**src/rtl/sha256_msg_schedule_pkg.sv**
```systemverilog
// sha256_msg_schedule_pkg: shared states, widths and sigma rotate/shift amounts
package sha256_msg_schedule_pkg;
  typedef enum logic {LOAD, EXPAND} state_t;
  localparam int WORD_W = 32;
  localparam int N_IN = 16;
  localparam int N_OUT = 64;
  localparam int S0_R1 = 7;
  localparam int S0_R2 = 18;
  localparam int S0_SH = 3;
  localparam int S1_R1 = 17;
  localparam int S1_R2 = 19;
  localparam int S1_SH = 10;
endpackage

```
**src/rtl/sha256_sigma.sv**
```systemverilog
// sha256_sigma: SHA-256 small sigma (SEL 0 = sigma0, 1 = sigma1) as fixed rewiring
module sha256_sigma
  import sha256_msg_schedule_pkg::*;
#(
  parameter int SEL = 0
) (
  input  logic [WORD_W-1:0] x,
  output logic [WORD_W-1:0] y
);
  localparam int R1 = SEL ? S1_R1 : S0_R1;
  localparam int R2 = SEL ? S1_R2 : S0_R2;
  localparam int SH = SEL ? S1_SH : S0_SH;
  // constant-amount rotates and logical shift, xor-combined
  always_comb
    y = ((x >> R1) | (x << (WORD_W - R1))) ^ ((x >> R2) | (x << (WORD_W - R2))) ^ (x >> SH);
endmodule

```
**src/rtl/sha256_msg_schedule.sv**
```systemverilog
// sha256_msg_schedule: loads 16 message words, then emits W[0..63] via a 16-word sliding window
module sha256_msg_schedule
  import sha256_msg_schedule_pkg::*;
(
  input  logic              clock,
  input  logic              reset_n,
  input  logic              in_valid,
  output logic              in_ready,
  input  logic [WORD_W-1:0] in_word,
  output logic              out_valid,
  input  logic              out_ready,
  output logic [WORD_W-1:0] out_word,
  output logic [5:0]        out_index,
  output logic              busy
);
  state_t state, state_next;
  logic [5:0] cnt, cnt_next;
  logic [WORD_W-1:0] win [N_IN];
  logic [WORD_W-1:0] s0, s1, new_word;
  logic in_fire, out_fire;
  sha256_sigma #(.SEL(0)) u_s0 (.x(win[1]), .y(s0));
  sha256_sigma #(.SEL(1)) u_s1 (.x(win[14]), .y(s1));
  // handshakes, outputs and next state/count
  always_comb begin
    in_ready = state == LOAD;
    out_valid = state == EXPAND;
    busy = state != LOAD;
    out_word = win[0];
    out_index = cnt;
    in_fire = in_valid && in_ready;
    out_fire = out_valid && out_ready;
    new_word = cnt <= 6'd47 ? s1 + win[9] + s0 + win[0] : '0;
    cnt_next = in_fire ? (cnt == 6'(N_IN - 1) ? 6'd0 : cnt + 6'd1) : out_fire ? cnt + 6'd1 : cnt;
    state_next = in_fire && cnt == 6'(N_IN - 1) ? EXPAND : out_fire && cnt == 6'(N_OUT - 1) ? LOAD : state;
  end
  // state, counter and window registers; window shifts on every transfer
  always_ff @(posedge clock or negedge reset_n)
    if (!reset_n) begin
      state <= LOAD;
      cnt <= '0;
      for (int i = 0; i < N_IN; i++) win[i] <= '0;
    end else begin
      state <= state_next;
      cnt <= cnt_next;
      if (in_fire || out_fire) begin
        for (int i = 0; i < N_IN - 1; i++) win[i] <= win[i+1];
        win[N_IN-1] <= in_fire ? in_word : new_word;
      end
    end
endmodule

```
**config.mk**
```make
export PLATFORM = sky130hd
export DESIGN_NAME = sha256_msg_schedule
export DESIGN_NICKNAME = d
export VERILOG_FILES = /design/src/rtl/sha256_msg_schedule_pkg.sv /design/src/rtl/sha256_sigma.sv /design/src/rtl/sha256_msg_schedule.sv
export SDC_FILE = /design/constraint.sdc
export NUM_CORES = 1
export LEC_CHECK = 0
export BUFFER_PORTS_ARGS = -buffer_cell sky130_fd_sc_hd__buf_2
export CAP_MARGIN = 40
export CORE_ASPECT_RATIO = 0.75
export CORE_MARGIN = 3
export CORE_UTILIZATION = 55
export DETAILED_ROUTE_END_ITERATION = 6
export PLACE_DENSITY = 0.82
export SLEW_MARGIN = 20
export SYNTH_ARGS = -nofsm -noshare
export SYNTH_HDL_FRONTEND = slang
export SYNTH_HIERARCHICAL = 1
export SYNTH_SLANG_ARGS = --single-unit
```
**constraint.sdc**
```tcl
create_clock -name clock -period 6.7 [get_ports clock]
set_input_delay 0.335 -clock clock [delete_from_list [all_inputs] [get_ports clock]]
set_output_delay 0.335 -clock clock [all_outputs]
set_load 0.005 [all_outputs]
```
Word level (Yosys, flattened, before mapping)
Cells that the tools add are included.
Cells by class
  order comparisons: 1
  $add $sub $neg: 4
  mux-type cells: 7
  equal/unequal tests: 2
  reduce and logical (&&, ||, !) cells: 7
  bitwise operators: 9
  div/mod/pow operators: 0
  shift-type cells: 0
  multipliers: 0
Operators by type and width (count)
  $add A32 B32 Y32: 3
  $mux W32: 2
  $xor A32 B32 Y32: 2
  $or A13 B32 Y32: 1
  $or A14 B32 Y32: 1
  $or A15 B32 Y32: 1
  $or A25 B32 Y32: 1
  $xor A32 B22 Y32: 1
  $xor A32 B29 Y32: 1
  $mux W6: 3
  $add A6 B1 Y6 const B: 1
  $eq A6 B4 Y1 const B: 1
  $eq A6 B6 Y1 const B: 1
  $le A6 B6 Y1 const B: 1
  $logic_and A1 B1 Y1: 4
  $reduce_bool A2 Y1: 2
  $mux W1: 2
  $logic_or A1 B1 Y1: 1
  $not A1 Y1: 1
Storage, ports and cells
  memory bits (writable): 0
  latch bits: 0
  memories: 0
  bits in registers: 519
  word-level logic and storage cells: 48
  bits in read-only memories: 0

Logic depth before layout (Yosys ltp)
Gate-level depths: netlist of the first run.
  depth in word-level cells: 8
  mapped depth: 15
  mapped depth without buffers: 15

By module
Netlist of the first run, hierarchy kept.
By module, submodules not included
  sha256_msg_schedule: area an instance 23192.2 sq um, cells an instance 2601, times used 1
  sha256_sigma at u_s0: area an instance 726.9 sq um, cells an instance 32, times used 1
  sha256_sigma at u_s1: area an instance 610.6 sq um, cells an instance 32, times used 1

Least setup slack after synthesis of the first run
Ideal clock, no wire load.
  path type: register to register
  start point: register win[456] (netlist name)
  end point: register win[27] (netlist name)
  path buffers: 0
  setup slack: 2507 ps
  data arrival time: 4068 ps
  clock period less this slack: 4193 ps
  cell stages (with the launch flop): 16
  cell sequence: dfrtp_1 xor3_1 inv_1 fa_1 fa_1 inv_1 ha_1 fa_1 a21oi_1 nor2_1 o21ai_2 o211ai_2 o41a_4 a311oi_4 mux2i_1 nand2_1
On the way
  cells in the longest elaborated chain, start to end: 7
Ends and longest elaborated chain
  start: declaration: RTL line sha256_msg_schedule.sv:18  | logic [WORD_W-1:0] win [N_IN];
  start signal: indexed assignment: RTL line sha256_msg_schedule.sv:47  | win[N_IN-1] <= in_fire ? in_word : new_word;
  $or A25 B32 Y32: RTL line sha256_sigma.sv:15  | y = ((x >> R1) | (x << (WORD_W - R1))) ^ ((x >> R2) | (x << (WORD_W - R2))) ^ (x >> SH);
  $xor A32 B32 Y32: RTL line sha256_sigma.sv:15
  $xor A32 B29 Y32: RTL line sha256_sigma.sv:15
  named net s0[1]: RTL line sha256_msg_schedule.sv:19  | logic [WORD_W-1:0] s0, s1, new_word;
  $add A32 B32 Y32 (2 in a row): RTL line sha256_msg_schedule.sv:32  | new_word = cnt <= 6'd47 ? s1 + win[9] + s0 + win[0] : '0;
  $mux W32: RTL line sha256_msg_schedule.sv:32
  $mux W32: RTL line sha256_msg_schedule.sv:47
The timed path passes the listed nets, and every way through them passes these cells.
A chain may end at the register's enable or synchronous reset.

Final worst setup path of the first run
Same ends and word-level chain as after synthesis.

==> impl_metrics.py, run 1 <==
metrics = {
    "place": {
        "io_buffers": 76,
        "hpwl_mm": 41.9,
        "gp_congestion": 0.928,
    },
    "cts": {
        "cts.clk_slew.worst_paths_ns": 0.07,
        "clock_sinks": 519,
        "tritoncts": "yes",
        "cts_buffer_depth": 3,
        "postCtsSetupRepairBufs": 0,
        "clkLatencyLatePin_ns": 0.57,
        "h-tree-depth": 2,
        "cts_buffers": 48,
        "root_buffer": "clkbuf_16",
    },
    "synth": {
        "synth_top_area_share_pct": 52.9,
        "synthTopCellsByCount": "nand2_1, dfrtp_1, inv_1",
        "ys_ff_latch": 519,
        "yosysMostFrequentCell": "nand2_1",
        "synth-seq-area-share_pct": 52.9,
        "synth_flop_cell": "dfrtp_1",
        "syn_nets": 2795,
        "ys_top_cells_by_area": "dfrtp_1, nand2_1, fa_1",
        "postSynthCellCount": 2665,
        "synthArstFlopShare_pct": 100,
        "synth_enable_flop_cells": 0,
        "ys_warn_count": 6,
        "syn_avg_cell_area_sq_um": 9.20,
        "yosysUniqueCellTypes": 66,
        "syn-cell-area_sq_um": 24500,
        "yosysTopAreaCell": "dfrtp_1",
    },
    "grt": {
        "antenna_found_initial": 1,
        "grt_pass1_vias": 17300,
        "gr-total-overflow": 0,
        "grt_pass1_wl_mm": 96.0,
        "grt_max_degree": 224,
        "gr-usage-all-layers_pct": 25.9,
    },
    "drt": {
        "drc_errors": 0,
        "vias_per_cell": 5.39,
        "wl_mm": 60.3,
        "drt_iter0_markers": 1728,
        "wire_per_inst_um": 18.4,
        "dr.pass1.iters": 5,
        "antenna_left": 0,
        "vias": 17600,
    },
    "timing": {
        "rsz0062_at_grt": "no",
        "whs_ns": 0.0159,
        "max_slew_margin_pct": 27.5,
        "fmax_ghz": 0.213,
        "timing.final.crit_share_pct": 70.2,
        "worst_slew_pin_slew_ns": 1.09,
        "setup_viol": 0,
        "hold_violations": 0,
        "finalClockSkew_ns": 0.0152,
        "final_max_slew_viol_count": 0,
        "period_needed_ns": 4.70,
        "finalSetupTns_ns": 0,
    },
    "worst_setup_path": {
        "crit_top_cell": "fa_1",
        "startpoint_type": "flop",
        "rrSetupSlack_ns": 2.00,
        "crit_path_end_kind": "flop",
        "r2r_end": "win[27]",
        "crit_required_ns": 7.16,
        "r2r_cells": 15,
        "slowest_stage": "fa_1",
        "worstPathArrival_ns": 5.16,
        "cp_cell_sequence": "xor3_1, inv_1, fa_1, fa_1, inv_1, ha_1, fa_1, a21oi_1, nor2_1, o21ai_2, o211ai_2, o41a_4, a311oi_4, mux2i_1, nand2_1",
        "crit_start": "win[456]",
        "cp_max_fo": 5,
        "crit_type": "reg2reg",
        "slowest_delay_ns": 0.52,
        "worstReg2RegStart": "win[456]",
    },
    "cells_and_area": {
        "utilization_pct": 61.8,
        "antenna_cells": 0,
        "drive_gt1_share_pct": 7.24,
        "finish.net_count": 2790,
        "areaGrowthSynthToFinish_pct": 10.0,
    },
    "floorplanning": {
        "start_util_pct": 56.2,
        "dieArea_sq_um": 47200,
        "die_x_um": 250,
        "ios": 77,
        "fp.dieH_um": 189,
        "rows": 66,
        "core_sq_um": 43700,
    },
    "outcome": {
        "status": "finished clean",
    },
    "worst_hold_path": {
        "hold_path.class": "in2reg",
        "hold_depth": 3,
        "hold_end": "win[20]",
        "min_from": "in_word[20]",
    },
    "flow_run": {
        "max_cap_violations": 0,
    },
}
## routing by layer
metal | routed length [um] | up-vias | track usage [%]
met1 | 26200 | 8797 | 37.4
met3 | 5350 | 85 | 7.25
met2 | 27200 | 537 | 39.2
met5 | 9 | - | 0
li1 | - | 8214 | -
met4 | 1500 | 2 | 6.78
## kinds of logic after synthesis
family,Yosys count,share of synthesized area [%]
multiplexers,3,0.122
AND/OR/NAND/NOR,1370,21.5
flip-flops,519,52.9
AO/OA/AOI/OAI,243,6.25
buffers and inverters,343,6.00
XOR/XNOR,93,6.49
adder cells (fa/ha/maj),94,6.69
## through the flow
stage	setup slack (ns)	instance area, sq um	instances
3_5_place_dp	2.08	25100	3178
2_1_floorplan	2.51	24500	2665
4_1_cts	2.04	26900	3269
5_1_grt	1.83	27000	3271
3_3_place_gp	2.09	25000	3174
6_report	2.00	27000	3271
## state kept, by name (all words and copies together), names as in the netlist
signal     flops
busy           1
out_index      6
out_word      32
win          480
## worst max-delay path by stage
stage	end	slack [ns]	cells after the start
after floorplan	win[27]	2.51	15
after global placement	win[27]	2.09	15
after detailed placement	win[27]	2.08	15
after CTS	win[27]	2.04	15
after global routing	win[27]	1.83	15
final	win[27]	2.00	15
## final cells by class
cell class                      count  area, sq um
Fill cell                        3550        16700
Timing Repair Buffer              103          776
Tap cell                          578          723
Clock buffer                       67         1410
Sequential cell                   519        13000
Inverter                          185          694
Multi-Input combinational cell   1803        10100
Clock inverter                     16          304
## what timing repair did
action                                 in CTS  in global routing
hold buffers                                8                  0
endpoints found under the hold margin      97                  0
gates resized for setup                     0                  0
## cell usage in the layout (no fill, tap or decap), types with 7 or more instances in the layout
| cell | Yosys | final |
|---|---|---|
| a21o_1 | 9 | 8 |
| a21oi_1 | 29 | 28 |
| a22oi_1 | 23 | 23 |
| buf_2 | 0 | 75 |
| buf_4 | 34 | 9 |
| bufinv_16 | 0 | 8 |
| clkbuf_16 | 0 | 49 |
| clkbuf_8 | 4 | 12 |
| dfrtp_1 | 519 | 519 |
| dlygate4sd3_1 | 0 | 8 |
| fa_1 | 62 | 62 |
| ha_1 | 32 | 32 |
| inv_1 | 185 | 185 |
| nand2_1 | 1295 | 1295 |
| nand2b_1 | 7 | 7 |
| nand3_1 | 12 | 12 |
| nor2_1 | 19 | 19 |
| nor3_1 | 7 | 7 |
| o21ai_0 | 128 | 128 |
| xnor2_1 | 17 | 17 |
| xor2_1 | 25 | 25 |
| xor3_1 | 48 | 48 |
## worst max-delay path: cells and delay by family, from the launching register on
kind	cells	cell delay, ns
adder cells (fa/ha/maj)	4	1.63
multiplexers	1	0.25
XOR/XNOR	1	0.45
AND/OR/NAND/NOR	2	0.20
AO/OA/AOI/OAI	5	1.46
flip-flops	1	0.45
buffers and inverters	2	0.15
Power of run 1 is left out: the tool's default activity adds up to more than one toggle a clock period on the data nets, which glitch-free logic cannot reach.
==> inputs of run 2 (changes only) <==
--- a/config.mk
+++ b/config.mk
@@ -11,7 +11,7 @@
 export CORE_MARGIN = 3
 export CORE_UTILIZATION = 55
 export DETAILED_ROUTE_END_ITERATION = 6
-export PLACE_DENSITY = 0.82
+export PLACE_DENSITY = 0.85
 export SLEW_MARGIN = 20
 export SYNTH_ARGS = -nofsm -noshare
 export SYNTH_HDL_FRONTEND = slang
==> constraint.sdc (replaced) <==
create_clock -name clock -period 3.9 [get_ports clock]
set_input_delay 0.195 -clock clock [delete_from_list [all_inputs] [get_ports clock]]
set_output_delay 0.195 -clock clock [all_outputs]
set_load 0.005 [all_outputs]
==> run 2 against run 1 <==
Effect of this change:
- the run now ends with setup timing left
- final cell count up 5.2%
- die area unchanged
- routed wire length up 9.4%
- sequential share of layout area fell by 2.7 points
- flip-flop and latch count unchanged
- global-route usage grew 2.3 points
- largest cell class unchanged
- highest routed layer is now met4
==> impl_metrics.py, run 2 (synthesized netlist as in run 1, its figures left out) <==
metrics = {
    "floorplanning": {
        "die_x_um": 250,
        "rows": 66,
        "ios": 77,
        "dieArea_sq_um": 47200,
        "core_sq_um": 43700,
        "fp.dieH_um": 189,
        "start_util_pct": 56.2,
    },
    "cells_and_area": {
        "antenna_cells": 0,
        "largest_reg_flops": 480,
        "final_cell_mix": "nand2_1, dfrtp_1, inv_1, buf_4, o21ai_0",
        "fin_area_sq_um": 28600,
        "finish.net_count": 2960,
        "layout_commonest_cell": "nand2_1",
        "largest-register": "win",
        "drive_gt1_share_pct": 13.9,
        "areaGrowthSynthToFinish_pct": 16.7,
    },
    "timing": {
        "final_max_slew_viol_count": 0,
        "hold_violations": 0,
        "finalClockSkew_ns": 0.0214,
        "setup_viol": 17,
        "fmax_ghz": 0.239,
        "worst_slew_pin_slew_ns": 0.869,
        "whs_ns": 0.203,
        "setup_ws_ns": -0.290,
        "period_needed_ns": 4.19,
        "rsz0062_at_grt": "yes",
        "timing.final.crit_share_pct": 107,
        "max_slew_margin_pct": 41.9,
    },
    "cts": {
        "clock_sinks": 519,
        "cts_buffer_depth": 3,
        "h-tree-depth": 2,
        "cts_buffers": 48,
        "cts.clk_slew.worst_paths_ns": 0.06,
        "tritoncts": "yes",
        "clkLatencyLatePin_ns": 0.58,
        "root_buffer": "clkbuf_16",
    },
    "grt": {
        "grt_pass1_vias": 18700,
        "grtUsageMet2_pct": 44.2,
        "antenna_found_initial": 1,
        "grtUsageMet3_pct": 8.57,
        "gr-usage-all-layers_pct": 28.2,
        "grt_pass1_wl_mm": 103,
        "gr-total-overflow": 0,
        "grt_max_degree": 102,
        "busiest_layer": "met2",
        "use_met1_pct": 38.7,
    },
    "drt": {
        "vias_per_cell": 5.43,
        "wl_mm": 66.0,
        "antenna_left": 0,
        "drc_errors": 0,
        "wire_per_inst_um": 19.2,
        "vias": 18700,
        "drt_iter0_markers": 2132,
        "dr.pass1.iters": 6,
    },
    "worst_setup_path": {
        "crit_path_end_kind": "flop",
        "r2r_cells": 15,
        "cp_max_fo": 3,
        "worstPathArrival_ns": 4.65,
        "crit_required_ns": 4.36,
        "crit_type": "reg2reg",
        "startpoint_type": "flop",
    },
    "place": {
        "hpwl_mm": 45.8,
        "place_ws_ns": -0.233,
        "io_buffers": 76,
        "gp_congestion": 0.973,
        "placed_area_sq_um": 26200,
    },
    "outcome": {
        "status": "finished with violations",
        "violations": "setup timing",
    },
    "flow_run": {
        "max_cap_violations": 0,
    },
    "worst_hold_path": {
        "hold_depth": 4,
        "hold_path.class": "in2reg",
    },
}
-- run 2: cell types whose count changed in the layout (fill, tap and decap cells not counted), moves of 10 or more --
cell,delta
ha_1,-13
o21ai_1,+11
o21ai_0,-12
buf_4,+131
dlygate4sd3_1,+27
buf_12,+11
a21oi_1,-10
-- run 2: worst max-delay path: stages (launching register included) --
cell	delay [ns]
dfrtp_1	0.35
xor3_1	0.43
inv_2	0.08
fa_2	0.46
fa_1	0.52
inv_2	0.05
ha_4	0.16
fa_2	0.39
a21oi_4	0.21
nor2_4	0.07
o21ai_4	0.21
o211ai_2	0.12
o41a_4	0.40
a311oi_4	0.33
mux2i_1	0.24
nand2_1	0.07
-- run 2: layout make-up --
cell class	count	area [sq um]
Clock buffer	69	1410
Clock inverter	14	174
Fill cell	3308	15100
Inverter	185	694
Multi-Input combinational cell	1803	10400
Sequential cell	519	13000
Tap cell	578	723
Timing Repair Buffer	273	2180
-- run 2: per-stage QoR --
step	std cells	setup TNS [ns]	util (%)
global placement	3302	-0.672	59.9
detailed placement	3303	-1.27	59.9
floorplan	2665	-0.000453	-
global route	3441	-3.92	65.5
CTS	3430	-0.675	64.8
finish	3441	-2.15	65.5
-- run 2: path summary, 6_finish.rpt --
check	from	to	slack, ns
max in group asynchronous	reset_n	win[323]	2.56
worst min-delay path	out_ready	out_index[1]	0.20
worst min register to register	win[353]	win[353]	0.47
worst max-delay path	win[456]	win[27]	-0.29
min in group asynchronous	reset_n	out_index[5]	0.24
worst max register to register	win[456]	win[27]	-0.29
-- run 2: what timing repair did --
action / CTS / global route
setup buffers: 10 / 12
hold buffers: 35 / 0
hold endpoints to repair: 121 / 0
pin swaps: 24 / 34
endpoints found under the setup margin: 14 / 20
gates resized for setup: 32 / 56
-- run 2: per-layer routing --
metal | share of wire (%) | vias to the layer above
li1 | - | 8549
met1 | 41 | 9271
met2 | 46 | 723
met3 | 10 | 126
met4 | 2.8 | 0
met5 | 0 | -
Power of run 2 is left out for the same reason.
